`config.mk`:
```
export PLATFORM = sky130hd
export DESIGN_NAME = trial_divider
export DESIGN_NICKNAME = d
export VERILOG_FILES = /design/src/rtl/trial_divider_pkg.sv /design/src/rtl/trial_divider_restoring_div_step.sv /design/src/rtl/trial_divider.sv
export SDC_FILE = /design/constraint.sdc
export NUM_CORES = 1
export LEC_CHECK = 0
export CAP_MARGIN = 20
export CORE_MARGIN = 3
export CORE_UTILIZATION = 45
export DETAILED_ROUTE_END_ITERATION = 12
export GPL_ROUTABILITY_DRIVEN = 0
export PLACE_DENSITY = 0.63
export SLEW_MARGIN = 25
export SYNTH_ARGS = -nofsm -noshare
export SYNTH_HDL_FRONTEND = slang
export SYNTH_SLANG_ARGS = --single-unit
```
`constraint.sdc`:
```
create_clock -name clk -period 1.93 [get_ports clk]
set_input_delay 0.2895 -clock clk [delete_from_list [all_inputs] [get_ports clk]]
set_output_delay 0.2895 -clock clk [all_outputs]
set_load 0.05 [all_outputs]
```
`src/rtl/trial_divider_pkg.sv`:
```
// Shared constants and state encoding for the trial-division factor engine.
package trial_divider_pkg;

    localparam int WIDTH   = 8;
    localparam int MIN_DIV = 2;
    localparam int MAX_DIV = 19;
    localparam int NUM_DIV = MAX_DIV - MIN_DIV + 1;
    localparam int REM_W   = $clog2(2 * MAX_DIV);
    localparam int DIV_W   = $clog2(MAX_DIV + 1);
    localparam int CNT_W   = $clog2(WIDTH + 1);

    typedef enum logic [1:0] {
        IDLE   = 2'd0,
        LOAD   = 2'd1,
        DIVIDE = 2'd2,
        RECORD = 2'd3
    } state_t;

endpackage : trial_divider_pkg

```
`src/rtl/trial_divider_restoring_div_step.sv`:
```
// One bit-serial restoring division step: shift in a dividend bit and
// subtract the divisor if it fits.
module restoring_div_step
    import trial_divider_pkg::*;
(
    input  logic [REM_W-1:0] rem,
    input  logic             in_bit,
    input  logic [DIV_W-1:0] div,
    output logic [REM_W-1:0] rem_next
);

    logic [REM_W:0] t;
    logic [REM_W:0] div_ext;
    logic [REM_W:0] diff;

    always_comb begin
        t       = {rem, in_bit};
        div_ext = {{(REM_W + 1 - DIV_W){1'b0}}, div};
        diff    = t - div_ext;
        // rem < div keeps the result below div, so it always fits REM_W bits
        if (t >= div_ext) begin
            rem_next = diff[REM_W-1:0];
        end else begin
            rem_next = t[REM_W-1:0];
        end
    end

endmodule : restoring_div_step

```
`src/rtl/trial_divider.sv`:
```
// Sequential factor engine: tests one number against every divisor in
// MIN_DIV..MAX_DIV using a single shared restoring-division datapath.
module trial_divider
    import trial_divider_pkg::*;
(
    input  logic               clk,
    input  logic               rst_n,
    input  logic [WIDTH-1:0]   number,
    output logic [NUM_DIV-1:0] factors,
    output logic               valid,
    output logic               busy
);

    state_t             state_q;
    logic [WIDTH-1:0]   latched_q;
    logic               start_pending_q;
    logic [NUM_DIV-1:0] acc_q;
    logic [NUM_DIV-1:0] acc_d;
    logic [DIV_W-1:0]   div_q;
    logic [DIV_W-1:0]   div_idx;
    logic [REM_W-1:0]   rem_q;
    logic [REM_W-1:0]   rem_d;
    logic [WIDTH-1:0]   q_q;
    logic [CNT_W-1:0]   cnt_q;
    logic [NUM_DIV-1:0] factors_q;
    logic               valid_q;
    logic               busy_q;
    logic               start;

    restoring_div_step u_step (
        .rem      (rem_q),
        .in_bit   (q_q[WIDTH-1]),
        .div      (div_q),
        .rem_next (rem_d)
    );

    assign start   = (number != latched_q) || start_pending_q;
    assign div_idx = div_q - DIV_W'(MIN_DIV);

    always_comb begin
        acc_d = acc_q;
        if (rem_q == '0) begin
            acc_d[div_idx] = 1'b1;
        end
    end

    // Start is checked ahead of the state actions so a changed number aborts
    // the running computation, including a commit due on the same edge.
    always_ff @(posedge clk) begin
        if (!rst_n) begin
            state_q         <= IDLE;
            latched_q       <= '0;
            start_pending_q <= 1'b1;
            acc_q           <= '0;
            div_q           <= DIV_W'(MIN_DIV);
            rem_q           <= '0;
            q_q             <= '0;
            cnt_q           <= '0;
            factors_q       <= '0;
            valid_q         <= 1'b0;
            busy_q          <= 1'b0;
        end else if (start) begin
            latched_q       <= number;
            start_pending_q <= 1'b0;
            acc_q           <= '0;
            div_q           <= DIV_W'(MIN_DIV);
            busy_q          <= 1'b1;
            valid_q         <= 1'b0;
            state_q         <= LOAD;
        end else begin
            case (state_q)
                IDLE: begin
                    state_q <= IDLE;
                end
                LOAD: begin
                    rem_q   <= '0;
                    q_q     <= latched_q;
                    cnt_q   <= CNT_W'(WIDTH);
                    state_q <= DIVIDE;
                end
                DIVIDE: begin
                    rem_q <= rem_d;
                    q_q   <= q_q << 1;
                    cnt_q <= cnt_q - 1'b1;
                    if (cnt_q == CNT_W'(1)) begin
                        state_q <= RECORD;
                    end
                end
                RECORD: begin
                    acc_q <= acc_d;
                    if (div_q == DIV_W'(MAX_DIV)) begin
                        factors_q <= acc_d;
                        valid_q   <= 1'b1;
                        busy_q    <= 1'b0;
                        state_q   <= IDLE;
                    end else begin
                        div_q   <= div_q + 1'b1;
                        state_q <= LOAD;
                    end
                end
                default: begin
                    state_q <= IDLE;
                end
            endcase
        end
    end

    assign factors = factors_q;
    assign valid   = valid_q;
    assign busy    = busy_q;

endmodule : trial_divider
```
==> impl_metrics.py <==
metrics = {
    "drt": {
        "drc": 0,
        "routed_wl_um": 7260,
        "drtIter0Drc": 81,
        "vias": 2761,
        "first_pass_iters": 4,
        "vias_per_cell": 5.151,
        "ant_nets": 0,
        "wl_per_cell_um": 13.54,
    },
    "pwr": {
        "power_leakage_nw": 1.498,
        "vdd_drop_max_mv": 0.3704,
        "pwr_density_cell_nw_per_um2": 668.9,
    },
    "timing": {
        "setup_viol": 0,
        "skew_ns": 0.009482,
        "setup-tns-final_ns": 0,
        "period_share_pct": 94.29,
        "fmax_ghz": 0.5495,
        "finalHoldViolCount": 0,
        "timing.slew.headroom_pct": 66.18,
        "timing.hold.ws_ns": 0.4564,
        "maxSlewViolCount": 0,
        "fin_crit_ns": 1.820,
        "worst_pin_slew_ns": 0.5058,
    },
    "cells_and_area": {
        "final_core_util_pct": 60.39,
        "nNetsFinal": 461,
        "stdcell_area_sq_um": 4217,
        "diodes": 0,
        "seq_area_sq_um": 1449,
        "multi_input_area_sq_um": 1733,
        "area_growth_pct": 26.36,
        "drive_above_1_share_pct": 15.91,
        "fillerInstances": 646,
    },
    "global_routing": {
        "use_met1_pct": 22.08,
        "grt.overflow.total": 0,
        "grt.total_usage_pct": 18.01,
        "grt_first_pass_wirelength_um": 12340,
        "grt_pass1_vias": 2634,
        "grtUsageMet3_pct": 3.117,
        "grt_antenna_before_repair": 0,
        "use_met2_pct": 31.02,
        "grt.busiest_layer": "met2",
        "grt_max_degree": 37,
    },
    "yosys": {
        "synth.avg_cell_area_sq_um": 8.828,
        "synth_common_cells": "dfxtp_1 (72), nor2_1 (36), inv_1 (30)",
        "synth_top_area_cell": "dfxtp_1",
        "syn_inst": 378,
        "synth_edf_count": 0,
        "synth_area_leaders": "dfxtp_1 (43%), ha_1 (5.6%), a21oi_1 (4.2%), mux2i_1 (4.2%), nor2_1 (4.0%)",
        "synth_nets": 404,
        "yosysSeqAreaShare_pct": 43.19,
        "ys.flop_type": "dfxtp_1",
        "yosysWarnings": 0,
        "synthArstFlopShare_pct": 0,
        "netlist_area_sq_um": 3337,
        "synth_top_area_share_pct": 43.19,
        "yosysMostFrequentCell": "dfxtp_1",
        "ys_ff_latch": 72,
        "ys_types": 48,
    },
    "worst_hold_path": {
        "holdPathStages": 2,
        "hold_class": "reg2reg",
    },
    "clock_network": {
        "cts_root_buf": "clkbuf_8",
        "cts_buffers": 9,
        "htree_levels": 3,
        "hold_buffers": 0,
        "cts.sinks": 72,
        "clkTransAtPathRegs_ns": 0.08,
        "cts_tree": "done",
        "clock_latency_ns": 0.34,
        "cts_buffer_depth": 2,
    },
    "job": {
        "drv_cap": 0,
    },
    "critical_path": {
        "crit_path_end": "factors[2]",
        "r2r_slack_ns": 0.11,
        "worstPathRequired_ns": 2.20,
        "r2r_cells": 8,
        "r2r_end": "factors[2]",
        "crit_start": "div_q[0]",
        "crit_type": "reg2reg",
        "cp_max_fo": 18,
        "crit_path_cell_trace": "ha_1 > and4bb_1 > nand2_2 > nor4_4 > buf_4 > buf_12 > o21ai_0 > a31oi_1",
        "reg2reg_from": "div_q[0]",
        "cpMaxStageDelayCell": "dfxtp_4",
        "crit_path_max_incr_delay_ns": 0.37,
        "critPathLaunchType": "flip-flop",
        "cp.arrival_ns": 2.09,
        "cp-end-kind": "flip-flop",
    },
    "floorplan": {
        "fp.dieArea_sq_um": 8484,
        "rows": 30,
        "die_h_um": 92.11,
        "die_w_um": 92.11,
        "io_pins": 30,
        "initial_core_util_pct": 47.80,
        "coreArea_sq_um": 6982,
    },
    "placed_design": {
        "dp_hpwl_um": 5167,
        "port_buffers": 29,
        "place_area_sq_um": 3936,
    },
    "status": {
        "outcome": "finished clean",
    },
}
-- worst max-delay path, delay by kind of cell (launching register included) --
family	cells	cell delay, ns
flip-flops	1	0.37
AND/OR/NAND/NOR	3	0.63
AO/OA/AOI/OAI	2	0.24
adder cells (fa/ha/maj)	1	0.15
buffers and inverters	2	0.35
-- cells by family (layout without fill, tap and decap cells) --
kind of cell	Yosys count	after routing	share of synthesized area, %
and+or+nand+nor	119	119	18.82
AOI/OAI and AO/OA	96	96	17.62
DFF	72	72	43.19
buffers and inverters	46	108	5.999
adders and majority gates	16	16	6.224
xor gates and xnor gates	15	15	3.937
muxes	14	14	4.199
-- final cells by class --
| type | count | share of cell area [%] |
|---|---|---|
| tap | 96 | 2.849 |
| sequential | 72 | 34.36 |
| timing repair buffer | 62 | 14.15 |
| inverter | 30 | 2.671 |
| clock inverter | 6 | 1.602 |
| clock buffer | 10 | 3.264 |
| multi-input combinational | 260 | 41.10 |
-- how the worst min path moves through the flow --
stage | from | end
2_1_floorplan | number[0] | latched_q[0]
3_3_place_gp | acc_q[3] | factors[3]
3_5_place_dp | acc_q[0] | factors[0]
4_1_cts | acc_q[0] | factors[0]
5_1_grt | acc_q[0] | factors[0]
6_report | acc_q[0] | factors[0]
-- placed cells by master (no fill, tap or decap), types with 3 or more instances in the layout --
cell type and instances:
dfxtp_1 70, nor2_1 36, inv_1 29, clkdlybuf4s50_1 29, a21oi_1 28, buf_4 28
nand2_1 27, a31oi_1 17, nand3_1 14, mux2i_1 14, ha_1 14, xnor2_1 13
o21ai_1 13, o22ai_1 12, clkbuf_8 10, a211oi_1 8, and2_1 8, nand2b_1 6
o21ai_0 6, nor2b_1 4, and3_1 3, buf_12 3
-- metal layers --
| metal | vias up | share of wire [%] |
|---|---|---|
| met4 | 0 | 0.79 |
| met5 | - | 0 |
| met1 | 1276 | 46 |
| li1 | 1437 | - |
| met2 | 44 | 50 |
| met3 | 4 | 3.3 |
-- stage by stage --
| stage | power, mW | setup WS [ns] | std cells |
|---|---|---|---|
| finish | 2.820 | 0.1102 | 536 |
| global route | 2.926 | -0.02375 | 536 |
| floorplan | 1.596 | 0.06322 | 378 |
| detailed placement | 1.642 | -0.2203 | 518 |
| CTS | 2.854 | 0.05508 | 534 |
| global placement | 1.640 | -0.1476 | 518 |
-- report_power, final --
part / internal (mW) / switching, mW
clock: 0.636 / 0.579
combinational: 0.0503 / 0.0517
sequential: 1.49 / 0.00902
total: 2.18 / 0.640
-- state kept, by name (all words and copies together), names as in the netlist --
register / cells
q_q: 8
latched_q: 8
acc_q: 18
valid: 1
busy: 1
state_q: 2
div_q: 5
factors: 18
start_pending_q: 1
rem_q: 6
cnt_q: 4
-- timing repair --
action | CTS | global route
resized for setup | 0 | 10
endpoints found under the setup margin | 0 | 20
buffers inserted | 0 | 1
Power figures use the tool's default switching activity.
